$ cat config.mk
export PLATFORM = sky130hd
export DESIGN_NAME = keypad_scanner
export DESIGN_NICKNAME = d
export VERILOG_FILES = /design/src/rtl/keypad_scanner.sv
export SDC_FILE = /design/constraint.sdc
export NUM_CORES = 1
export LEC_CHECK = 0
export BUFFER_PORTS_ARGS = -buffer_cell sky130_fd_sc_hd__clkbuf_2
export CORE_MARGIN = 2
export CORE_UTILIZATION = 58
export CTS_BUF_LIST = sky130_fd_sc_hd__clkbuf_4
export CTS_CLUSTER_DIAMETER = 40
export DETAILED_ROUTE_END_ITERATION = 12
export GPL_TIMING_DRIVEN = 0
export PLACE_DENSITY = 0.9
export SYNTH_ARGS = -nofsm -noshare
export SYNTH_HDL_FRONTEND = slang
export SYNTH_SLANG_ARGS = --single-unit
$ cat constraint.sdc
create_clock -name clk -period 2.35 [get_ports clk]
set_input_delay 0.47 -clock clk [delete_from_list [all_inputs] [get_ports clk]]
set_output_delay 0.47 -clock clk [all_outputs]
set_load 0.005 [all_outputs]
$ cat src/rtl/keypad_scanner.sv
// rtl/keypad_scanner.sv - 4x4 matrix keypad row scanner with press/release debounce
module keypad_scanner #(
    parameter int SCAN_DIV        = 4,
    parameter int DEBOUNCE_CYCLES = 8
) (
    input  logic       clk,
    input  logic       reset,
    input  logic [3:0] cols,
    output logic [3:0] rows,
    output logic [3:0] key_code,
    output logic       key_valid
);

    localparam int DIV_W = (SCAN_DIV > 1) ? $clog2(SCAN_DIV) : 1;
    localparam int DBC_W = (DEBOUNCE_CYCLES > 1) ? $clog2(DEBOUNCE_CYCLES) : 1;
    localparam logic [DIV_W-1:0] DIV_LAST = DIV_W'(SCAN_DIV - 1);
    localparam logic [DBC_W-1:0] DBC_LAST = DBC_W'(DEBOUNCE_CYCLES - 1);

    typedef enum logic [1:0] {
        SCAN     = 2'd0,
        DEBOUNCE = 2'd1,
        HELD     = 2'd2,
        RELEASE  = 2'd3
    } state_t;

    state_t           state;
    logic [3:0]       csync_meta;
    logic [3:0]       csync;
    logic [1:0]       row_idx;
    logic [1:0]       col_idx;
    logic [DIV_W-1:0] div;
    logic [DBC_W-1:0] dbc;
    logic             col_low;

    // Once a key is latched only its own column matters; everything else is ignored.
    assign col_low = ~csync[col_idx];

    function automatic logic [1:0] lowest_low(input logic [3:0] c);
        if (!c[0])      return 2'd0;
        else if (!c[1]) return 2'd1;
        else if (!c[2]) return 2'd2;
        else            return 2'd3;
    endfunction

    always_ff @(posedge clk) begin
        if (!reset) begin
            state      <= SCAN;
            csync_meta <= 4'b1111;
            csync      <= 4'b1111;
            rows       <= 4'b1110;
            row_idx    <= 2'd0;
            col_idx    <= 2'd0;
            div        <= '0;
            dbc        <= '0;
            key_code   <= 4'h0;
            key_valid  <= 1'b0;
        end else begin
            csync_meta <= cols;
            csync      <= csync_meta;
            key_valid  <= 1'b0;
            case (state)
                SCAN: begin
                    if (div == DIV_LAST) begin
                        if (csync == 4'b1111) begin
                            row_idx <= row_idx + 2'd1;
                            rows    <= {rows[2:0], rows[3]};
                            div     <= '0;
                        end else begin
                            col_idx <= lowest_low(csync);
                            dbc     <= '0;
                            state   <= DEBOUNCE;
                        end
                    end else begin
                        div <= div + DIV_W'(1);
                    end
                end
                DEBOUNCE: begin
                    if (col_low) begin
                        if (dbc == DBC_LAST) begin
                            key_code  <= {row_idx, col_idx};
                            key_valid <= 1'b1;
                            state     <= HELD;
                        end else begin
                            dbc <= dbc + DBC_W'(1);
                        end
                    end else begin
                        div   <= '0;
                        state <= SCAN;
                    end
                end
                HELD: begin
                    if (!col_low) begin
                        dbc   <= '0;
                        state <= RELEASE;
                    end
                end
                RELEASE: begin
                    if (!col_low) begin
                        if (dbc == DBC_LAST) begin
                            row_idx <= row_idx + 2'd1;
                            rows    <= {rows[2:0], rows[3]};
                            div     <= '0;
                            state   <= SCAN;
                        end else begin
                            dbc <= dbc + DBC_W'(1);
                        end
                    end else begin
                        state <= HELD;
                    end
                end
                default: state <= SCAN;
            endcase
        end
    end

endmodule
== Yosys cells after proc, flatten, opt, wreduce, memory -nomap -nowiden ==
Index checks and enable logic that the tools add are counted.

* Flip-flop bits (word level): 28
* Output and inout port bits: 9
* Logic and storage cells: 81

* Add/subtract/negate cells: 3
* Magnitude comparators: 1
* Equal/unequal tests: 17
* Mux-type cells: 36
* Bitwise logic cells: 4
* Reduce and logical (&&, ||, !) cells: 10

{| class="wikitable"
|+ Operator list
! kind !! count
|-
| $mux W2 || 17
|-
| $reduce_and A5 Y1 || 4
|-
| $mux W3 || 6
|-
| $mux W4 || 4
|-
| $ne A2 B2 Y1 const B || 8
|-
| $pmux W3 S4 || 1
|-
| $ne A3 B3 Y1 const B || 3
|-
| $pmux W2 S4 || 1
|-
| $pmux W4 S2 || 1
|-
| $eq A2 B2 Y1 const B || 3
|-
| $pmux W2 S3 || 1
|-
| $reduce_and A3 Y1 || 2
|-
| $add A2 B1 Y2 const B || 2
|-
| $eq A4 B4 Y1 const B || 1
|-
| $not A1 Y1 || 4
|-
| $pmux W2 S2 || 1
|-
| $add A3 B1 Y3 const B || 1
|-
| $eq A3 B3 Y1 const B || 1
|-
| $lt A2 B3 Y1 const B || 1
|-
| $mux W1 || 3
|-
| $reduce_bool A3 Y1 || 1
|-
| $reduce_or A3 Y1 || 1
|-
| $bmux W1 S2 || 1
|-
| $eq A2 B1 Y1 const B || 1
|-
| 2 further kinds || 2
|}

== Depth between registers and ports, before layout ==
Gate-level depths: netlist of the first run.

* Word-level depth: 4
* Depth in mapped cells: 6
* Gate-level depth less buffers: 6

== Least setup slack after synthesis of the first run ==
No wires, ideal clock.

* Kind: reg-to-reg
* Start point: register col_idx[0]
* End point: register rows[1]
* Library setup time: 0.128 ns
* Arrival: 1.547 ns
* Data required time: 2.222 ns
* Slack: 0.675 ns
* Cell stages (with the launch flop): 5
* Buffers on the path: 0
* Clock period less this slack: 1.675 ns
* Path through: dfxtp_1 > mux4_2 > a32oi_4 > mux2i_1 > nand2_1

* Longest elaborated chain between the ends: 4

{| class="wikitable"
|+ Ends and longest elaborated chain
! what !! line !! text
|-
| start, declared || 30 || <nowiki>logic [1:0] col_idx;</nowiki>
|-
| start signal, assigned || 69 || <nowiki>col_idx <= lowest_low(csync);</nowiki>
|-
| $bmux W1 S2 || 36 || <nowiki>assign col_low = ~csync[col_idx];</nowiki>
|-
| $mux W1 (not written as such) || 36 ||
|-
| $ne A2 B2 Y1 (no source line) || - ||
|-
| $reduce_and A5 Y1 (no source line) || - ||
|-
| end signal, assigned || 66 || <nowiki>rows <= {rows[2:0], rows[3]};</nowiki>
|-
| end signal, assigned || 101 || <nowiki>rows <= {rows[2:0], rows[3]};</nowiki>
|-
| end, declared || 9 || <nowiki>output logic [3:0] rows,</nowiki>
|}

No other way between the ends. The select of a mux whose other input is x is not followed.
A chain may end at the register's enable or synchronous reset.

== Worst setup path in the final report of the first run ==
* Start point: register col_idx[0]
* End point: register dbc[2]

* Longest elaborated chain between the ends: 4

{| class="wikitable"
|+ Ends and longest elaborated chain
! what !! line !! text
|-
| $bmux W1 S2 * || 36 ||
|-
| $mux W1 (not written as such) * || 36 ||
|-
| $ne A2 B2 Y1 (no source line) || - ||
|-
| $reduce_and A5 Y1 (no source line) * || - ||
|-
| end signal, assigned || 84 || <nowiki>dbc <= dbc + DBC_W'(1);</nowiki>
|-
| end signal, assigned || 105 || <nowiki>dbc <= dbc + DBC_W'(1);</nowiki>
|-
| end, declared || 32 || <nowiki>logic [DBC_W-1:0] dbc;</nowiki>
|}

Mark *: on every way between the ends. The rest lies on a longest branch, timed or not. The select of a mux whose other input is x is not followed.

==> flow_metrics.py, run 1 <==
metrics = {
    "timing": {
        "worstMarginPinSlew_ns": 0.461,
        "min_period_ns": 1.83,
        "finalSetupViolCount": 0,
        "skew_ns": 0.00368,
        "max_slew_margin": 0.693,
        "rsz0062_at_grt": "false",
        "finalHoldViolCount": 0,
        "fin_setup_tns_ns": 0,
        "fin_crit_sh": 0.777,
        "max_freq_mhz": 548,
        "drv_slew": 0,
    },
    "global_routing": {
        "grt.overflow.total": 0,
        "grt_use_met3": 0.0368,
        "top_usage_layer": "met2",
        "grt_first_pass_wirelength_mm": 3.44,
        "use_met2": 0.329,
        "track_usage": 0.182,
        "grt_pass1_vias": 849,
        "antenna_found_initial": 0,
        "grt_use_met1": 0.209,
        "grt_max_degree": 15,
    },
    "synth": {
        "synth_edf_count": 0,
        "ys.warnings.count": 0,
        "synthSimpleGateAreaFrac": 0.237,
        "syn-num-nets": 130,
        "synthXorXnorAreaFrac": 0.00743,
        "synth_cell_type_count": 32,
        "synth_cells": 120,
        "synth-compound-area-share": 0.134,
        "synth_top_family_by_area": "simple AND/OR/NAND/NOR gates",
        "ys_seq_area_frac": 0.476,
        "ys_top_cells_by_area": "dfxtp_1 (48%), nand2_1 (5.7%), mux2i_1 (5.1%), ha_1 (4.2%), nand2b_1 (4.2%)",
        "synth_top_area_cell": "dfxtp_1",
        "synth_fa_ha_area_frac": 0.0425,
        "ys_ff_latch": 28,
        "synth_top_flop_cell": "dfxtp_1",
        "ys_async_sr_fraction": 0,
        "syn-cell-area_um2": 1180,
        "avgSynthCellArea_um2": 9.82,
        "synthDominantCellAreaShare": 0.476,
        "muxShareOfSynthArea": 0.0701,
    },
    "die": {
        "start_util": 0.607,
        "die_w_um": 49.1,
        "row_count": 16,
        "die_h_um": 49.1,
        "ioPinCount": 15,
        "dieArea_um2": 2410,
        "coreArea_um2": 1940,
    },
    "place": {
        "hpwlAfterDp_mm": 1.42,
        "portBuffers": 13,
        "place_congestion": 0.792,
    },
    "critical_path": {
        "critical_path.max_fanout": 6,
        "cp-end-kind": "flop",
        "worstReg2RegStart": "col_idx[0]",
        "cp.required_ns": 2.61,
        "critical_path_class": "reg -> reg",
        "worstPathArrival_ns": 2.09,
        "r2r_cells": 4,
        "ff2ff_setup_slack_ns": 0.52,
        "r2r-end": "dbc[2]",
        "cp-start-kind": "flop",
    },
    "min_path": {
        "min_path_type": "in -> reg",
        "hp-start": "cols[3]",
        "hold-path-cell-count": 2,
        "min_to": "csync_meta[3]",
    },
    "power": {
        "leakagePower_nw": 0.546,
        "max-vdd-ir-drop_uv": 510,
        "cellPowerDensity_nw_per_um2": 586,
        "p_total_uw": 762,
    },
    "clock_network": {
        "cts_root_buf": "clkbuf_4",
        "cts_sinks": 28,
        "cts_setup_buffers": 0,
        "cts_buffer_depth": 2,
        "postCtsResizedCells": 0,
        "hold_buffers": 0,
        "numCtsBuffers": 3,
        "htree_levels": 1,
        "cts_tree": "done",
        "clkSlewWorstSetupHoldPaths_ns": 0.13,
        "clk_latency_ns": 0.32,
    },
    "route": {
        "drt-total-wl_mm": 1.87,
        "first_pass_iters": 4,
        "vias": 870,
        "vias_per_cell": 5.34,
        "avgRoutedWirePerCell_um": 11.5,
        "ant_nets": 0,
        "drt-initial-drc-count": 14,
        "drc_errors": 0,
    },
    "final_layout": {
        "area_growth_pct": 10.3,
        "final_cell_mix": "dfxtp_1 (28), nand2_1 (18), clkbuf_2 (13)",
        "layout_commonest_cell": "dfxtp_1",
        "num_antenna_cells": 0,
        "drive_gt1_frac": 0.184,
        "final_nets": 148,
    },
    "run_status": {
        "status": "complete, no violations",
    },
    "run": {
        "cap_violations": 0,
    },
}
## area by class of cell
type	count	area [um^2]
Tap cell	27	33.8
Clock buffer	3	22.5
Sequential cell	28	561
Fill cell	166	642
Buffer	6	25.0
Inverter	4	15.0
Timing Repair Buffer	13	65.1
Multi-Input combinational cell	82	578
## cells in the mapped netlist (2+ instances only)
library cell / instances
and3_1: 2
a21oi_1: 2
nand2b_1: 8
ha_1: 4
clkbuf_1: 4
o21ai_0: 9
dfxtp_1: 28
buf_2: 2
a21boi_0: 2
nand2_1: 18
mux2i_1: 6
and2_1: 3
nor2_1: 2
nand3_1: 9
inv_1: 4
## state kept, by name (all words and copies together) (netlist names), named ones only
register	flops
csync_meta	4
dbc	3
key_valid	1
state	1
row_idx	2
rows	4
key_code	4
col_idx	2
csync	4
div	2
## power breakdown
| part | switching [mW] | internal, mW |
|---|---|---|
| combinational | 0.0372 | 0.0351 |
| clock | 0.126 | 0.0602 |
| sequential | 0.0112 | 0.492 |
## cell families after synthesis
family | count (synthesis)
simple gates | 51
xor+xnor | 1
fa+ha+maj | 4
compound gates | 19
flops | 28
mux | 7
buf+inv | 10
## worst max-delay path by stage
| stage | slack [ns] | end | from | cells after the start |
|---|---|---|---|---|
| after floorplan | 0.67 | rows[1] | col_idx[0] | 4 |
| after global placement | 0.57 | rows[2] | col_idx[0] | 4 |
| after detailed placement | 0.54 | dbc[2] | col_idx[0] | 4 |
| after CTS | 0.51 | dbc[2] | col_idx[0] | 4 |
| after global routing | 0.41 | row_idx[1] | dbc[0] | 6 |
| final | 0.52 | dbc[2] | col_idx[0] | 4 |
## metal layers
metal | vias up | share of wire
met5 | - | 0
li1 | 448 | -
met1 | 403 | 0.46
met3 | 5 | 0.029
met2 | 14 | 0.49
met4 | 0 | 0.019
## through the flow
stage                util  hold WS, ns  instances  area [um^2]  worst slack [ns]
floorplan               -        0.386        120         1180             0.675
global placement    0.658        0.388        160         1280             0.572
detailed placement  0.658        0.401        160         1280             0.540
CTS                 0.669        0.316        163         1300             0.511
global route        0.669        0.307        163         1300             0.411
finish              0.669        0.319        163         1300             0.524
## critical path, cell delays in order, from the launching register on
cell and delay [ns]:
dfxtp_1 0.40, mux4_2 0.61, nand2b_4 0.20, a221oi_4 0.33, mux2i_1 0.23
Power figures use the tool's default switching activity.
==> inputs of run 2 (changes only) <==
- ABC_AREA: unset -> 1
- CORE_UTILIZATION: 58 -> 59
- PLACE_DENSITY: 0.9 -> 0.91
- clock period: 2.35 -> 1.7 ns (I/O delays scaled with it)
==> flow_metrics.py, run 2 <==
metrics = {
    "synth": {
        "syn-cell-area_um2": 1230,
        "avgSynthCellArea_um2": 7.35,
        "ys_async_sr_fraction": 0,
        "ys_top_cells_by_count": "nand2_1 (40), dfxtp_1 (28), nor2_1 (20)",
        "syn-num-nets": 177,
        "ys.warnings.count": 0,
        "synth_cell_type_count": 21,
        "synth_top_area_cell": "dfxtp_1",
        "synth_edf_count": 0,
        "synth_cells": 167,
        "ys_top_cells_by_area": "dfxtp_1 (46%), nand2_1 (12%), nor2_1 (6.1%), a21oi_1 (5.3%), nand3_1 (4.9%)",
        "synth_top_flop_cell": "dfxtp_1",
        "yosysMostFrequentCell": "nand2_1",
        "ys_seq_area_frac": 0.457,
        "ys_ff_latch": 28,
        "synthDominantCellAreaShare": 0.457,
    },
    "route": {
        "vias": 1129,
        "avgRoutedWirePerCell_um": 12.2,
        "drt-initial-drc-count": 19,
        "drt-total-wl_mm": 2.59,
        "drc_errors": 0,
        "vias_per_cell": 5.33,
        "first_pass_iters": 4,
        "ant_nets": 0,
    },
    "place": {
        "dpl_cell_area_um2": 1330,
        "dp.cells": 208,
        "hpwlAfterDp_mm": 1.99,
        "portBuffers": 14,
        "place_congestion": 0.842,
        "pre_cts_slack_ns": 0.108,
    },
    "timing": {
        "fin_crit_sh": 0.977,
        "skew_ns": 0.00218,
        "rsz0062_at_grt": "false",
        "finalHoldViolCount": 0,
        "min_period_ns": 1.66,
        "finalSetupViolCount": 0,
        "fin_setup_tns_ns": 0,
        "max_freq_mhz": 602,
        "worstMarginPinSlew_ns": 0.445,
        "max_slew_margin": 0.703,
        "fin_ws_ns": 0.0395,
        "drv_slew": 0,
    },
    "clock_network": {
        "cts_buffer_depth": 2,
        "cts_tree": "done",
        "cts_setup_buffers": 0,
        "cts_root_buf": "clkbuf_4",
        "hold_buffers": 0,
        "cts_sinks": 28,
        "clk_latency_ns": 0.32,
        "postCtsResizedCells": 0,
        "htree_levels": 1,
        "clkSlewWorstSetupHoldPaths_ns": 0.14,
        "numCtsBuffers": 3,
    },
    "final_layout": {
        "postLayoutCellArea_um2": 1390,
        "nFillCells": 169,
        "finalNonFillerCells": 212,
        "seqCellArea_um2": 562,
        "multiInputGateArea_um2": 578,
        "layout_commonest_cell": "nand2_1",
        "drive_gt1_frac": 0.243,
        "area_growth_pct": 13.1,
        "num_antenna_cells": 0,
        "final_cell_mix": "nand2_1 (40), dfxtp_1 (27), nor2_1 (20)",
        "final_nets": 196,
    },
    "run": {
        "cap_violations": 0,
    },
    "critical_path": {
        "ff2ff_setup_slack_ns": 0.04,
        "cp-start-kind": "flop",
        "worstReg2RegStart": "dbc[0]",
        "critical_path.max_fanout": 4,
        "critPathLaunch": "dbc[0]",
        "critical_path_class": "reg -> reg",
        "cp-end-kind": "flop",
        "worstPathArrival_ns": 1.90,
        "cp.required_ns": 1.94,
    },
    "die": {
        "die_w_um": 49.6,
        "coreArea_um2": 1960,
        "die_h_um": 49.6,
        "ioPinCount": 15,
        "dieArea_um2": 2460,
        "start_util": 0.626,
        "row_count": 16,
    },
    "min_path": {
        "min_path_type": "in -> reg",
        "hp-start": "cols[3]",
    },
    "power": {
        "p_int_mw": 1.03,
        "combPwrFrac": 0.172,
        "leakagePower_nw": 0.679,
        "p_total_mw": 1.40,
        "cellPowerDensity_nw_per_um2": 1010,
        "switching_share": 0.265,
        "seq_power_share": 0.524,
        "power.switching_uw": 371,
        "max-vdd-ir-drop_uv": 742,
        "clkPwrFrac": 0.305,
    },
    "global_routing": {
        "grt_pass1_vias": 1117,
        "grt_first_pass_wirelength_mm": 4.35,
        "track_usage": 0.230,
        "grt.overflow.total": 0,
        "antenna_found_initial": 0,
        "grt_max_degree": 17,
    },
    "run_status": {
        "status": "complete, no violations",
    },
}
==> run 2: cell types whose count changed in the layout (fill, tap and decap cells not counted), moves of 5 or more <==
cell      before  now
o21ai_0        9    4
mux2i_1        6    0
inv_1          4   12
nand2b_1       8    0
inv_2          0    7
or2_2          0    8
nand2_1       18   40
nor2_1         2   20
a21oi_1        2   12
==> run 2: kinds of logic after synthesis <==
group / count (synthesis) / share of synthesized area
and+or+nand+nor: 89 / 0.325
AOI/OAI and AO/OA: 22 / 0.0948
xor gates and xnor gates: 1 / 0.00714
adders and majority gates: 4 / 0.0408
buffers and inverters: 23 / 0.0754
DFF: 28 / 0.457
==> run 2: critical path, cell delays in order, from the launching register on <==
cell     delay [ns]
dfxtp_2        0.36
ha_1           0.22
ha_1           0.22
nand2_1        0.12
nand2_1        0.08
a21oi_2        0.15
nand3_1        0.16
inv_2          0.11
nand2_1        0.06
nand2_1        0.05
nor2_1         0.04
==> run 2: cell type report <==
class,count,share of cell area
clock inverters,1,0.0216
plain buffers,3,0.0108
well taps,27,0.0243
repair buffers,14,0.0505
inverters,20,0.0559
multi-input cells,116,0.416
clock buffers,3,0.0162
flip-flops and latches,28,0.405
==> run 2: per-stage QoR <==
stage / utilization / hold slack, ns
floorplan: - / 0.393
global placement: 0.679 / 0.395
detailed placement: 0.679 / 0.401
CTS: 0.705 / 0.180
global route: 0.708 / 0.174
finish: 0.708 / 0.190
==> run 2: metal layers <==
| layer | routed length, um | track usage |
|---|---|---|
| met2 | 1360 | 0.420 |
| met4 | 114 | 0.134 |
| met3 | 114 | 0.0606 |
| met1 | 1000 | 0.231 |
| met5 | 0 | 0 |
==> run 2: path summary, 6_finish.rpt <==
| check | end | depth (start not counted) |
|---|---|---|
| min reg2reg | csync[1] | 1 |
| max reg2reg | dbc[2] | 10 |
| min | csync_meta[3] | 2 |
| max | dbc[2] | 10 |
==> run 2: power by group through the flow <==
stage / logic [mW] / clock network [mW] / registers [mW]
floorplan: 0.172 / 0 / 0.741
global placement: 0.211 / 0 / 0.742
detailed placement: 0.232 / 0 / 0.746
CTS: 0.234 / 0.434 / 0.732
global route: 0.273 / 0.463 / 0.738
finish: 0.240 / 0.427 / 0.734
==> inputs of run 3 (changes only) <==
- clock period: 1.7 -> 1.8 ns (I/O delays scaled with it)
==> flow_metrics.py, run 3 (synthesis gave the netlist of run 2 again) <==
metrics = {
    "run_status": {
        "status": "complete, no violations",
    },
    "clock_network": {
        "numCtsBuffers": 3,
        "cts_sinks": 28,
        "cts_tree": "done",
        "hold_buffers": 0,
        "clk_latency_ns": 0.32,
        "cts_setup_buffers": 0,
        "htree_levels": 1,
        "clkSlewWorstSetupHoldPaths_ns": 0.14,
        "postCtsResizedCells": 0,
        "cts_root_buf": "clkbuf_4",
        "cts_buffer_depth": 2,
    },
    "min_path": {
        "hold-path-cell-count": 2,
        "min_path_type": "in -> reg",
        "hp-start": "cols[2]",
        "min_to": "csync_meta[2]",
    },
    "final_layout": {
        "drive_gt1_frac": 0.232,
        "num_antenna_cells": 0,
        "area_growth_pct": 12.7,
        "final_util": 0.705,
        "nFillCells": 167,
        "final_nets": 196,
        "final_cell_mix": "nand2_1 (40), dfxtp_1 (28), nor2_1 (20)",
        "layout_commonest_cell": "nand2_1",
    },
    "critical_path": {
        "crit_chain": "ha_1 -> ha_1 -> nand2_1 -> nand2_1 -> a21oi_1 -> nand3_1 -> o21ai_0 -> nor2_1",
        "critical_path.max_fanout": 3,
        "cpMaxStageDelayCell": "dfxtp_1",
        "r2r-end": "dbc[0]",
        "r2r_cells": 8,
        "cp.required_ns": 2.03,
        "cp-end-kind": "flop",
        "cp-start-kind": "flop",
        "max_stage_delay_ns": 0.36,
        "worstPathArrival_ns": 1.96,
        "worstReg2RegStart": "dbc[0]",
        "critPathLaunch": "dbc[0]",
        "ff2ff_setup_slack_ns": 0.08,
        "critical_path_class": "reg -> reg",
    },
    "power": {
        "power.switching_uw": 347,
        "cellPowerDensity_nw_per_um2": 952,
        "switching_share": 0.263,
        "clkPwrFrac": 0.305,
        "p_total_mw": 1.32,
        "max-vdd-ir-drop_uv": 699,
        "leakagePower_nw": 0.679,
        "p_int_uw": 971,
        "seq_power_share": 0.526,
        "combPwrFrac": 0.169,
    },
    "route": {
        "first_pass_iters": 6,
        "avgRoutedWirePerCell_um": 12.0,
        "drt-total-wl_mm": 2.55,
        "drt-initial-drc-count": 25,
        "ant_nets": 0,
        "drc_errors": 0,
        "vias_per_cell": 5.38,
        "vias": 1141,
    },
    "die": {
        "ioPinCount": 15,
        "die_h_um": 49.6,
        "start_util": 0.626,
        "dieArea_um2": 2460,
        "coreArea_um2": 1960,
        "die_w_um": 49.6,
        "row_count": 16,
    },
    "place": {
        "hpwlAfterDp_mm": 1.99,
        "portBuffers": 14,
        "place_congestion": 0.842,
    },
    "global_routing": {
        "track_usage": 0.230,
        "grt.overflow.total": 0,
        "antenna_found_initial": 0,
        "grt_first_pass_wirelength_mm": 4.35,
        "grt_max_degree": 17,
        "grt_pass1_vias": 1117,
    },
    "timing": {
        "drv_slew": 0,
        "max_freq_mhz": 580,
        "fin_crit_sh": 0.957,
        "rsz0062_at_grt": "false",
        "fin_setup_tns_ns": 0,
        "max_slew_margin": 0.698,
        "skew_ns": 0.00123,
        "finalSetupViolCount": 0,
        "min_period_ns": 1.72,
        "finalHoldViolCount": 0,
        "worstMarginPinSlew_ns": 0.453,
    },
    "run": {
        "cap_violations": 0,
    },
}
## run 3: cell counts in the layout (fill, tap and decap cells not counted)
No cell type changed its count.
## run 3: through the flow
stage / hold slack (ns) / std cells / setup slack, ns / instance area (um^2)
finish: 0.209 / 212 / 0.0766 / 1380
CTS: 0.200 / 212 / 0.146 / 1380
detailed placement: 0.401 / 208 / 0.208 / 1330
global route: 0.194 / 212 / 0.0168 / 1380
global placement: 0.395 / 208 / 0.342 / 1330
floorplan: 0.393 / 167 / 0.438 / 1230
## run 3: cell type report
class / instances / area, um^2 / area share
Multi-Input combinational cell: 116 / 574 / 0.415
Clock inverter: 1 / 30.0 / 0.0217
Clock buffer: 3 / 22.5 / 0.0163
Inverter: 20 / 77.6 / 0.0561
Tap cell: 27 / 33.8 / 0.0244
Buffer: 3 / 15.0 / 0.0108
Sequential cell: 28 / 561 / 0.405
Timing Repair Buffer: 14 / 70.1 / 0.0506
## run 3: how the worst max path moves through the flow
stage | to | slack, ns
finish | dbc[0] | 0.08
global route | dbc[0] | 0.02
CTS | dbc[0] | 0.15
detailed placement | dbc[2] | 0.21
global placement | dbc[2] | 0.34
floorplan | dbc[2] | 0.44
## run 3: power groups by stage
stage | sequential [mW] | combinational [mW] | clock (mW)
after floorplan | 0.700 | 0.162 | 0
after global placement | 0.701 | 0.199 | 0
after detailed placement | 0.705 | 0.219 | 0
after CTS | 0.692 | 0.221 | 0.409
after global routing | 0.697 | 0.254 | 0.437
final | 0.693 | 0.223 | 0.402
## run 3: per-layer routing
layer  wire length [um]  vias to the layer above  track usage
li1                   -                      563            -
met4                 97                        0        0.134
met1               1000                      530        0.231
met3                119                       10       0.0606
met2               1330                       38        0.420
met5                  0                        -            0
## run 3: worst max-delay path: cells and delay by family (launching register included)
kind                     cells  cell delay (ns)
adder cells (fa/ha/maj)      2             0.46
AO/OA/AOI/OAI                2             0.41
flip-flops                   1             0.36
AND/OR/NAND/NOR              4             0.41
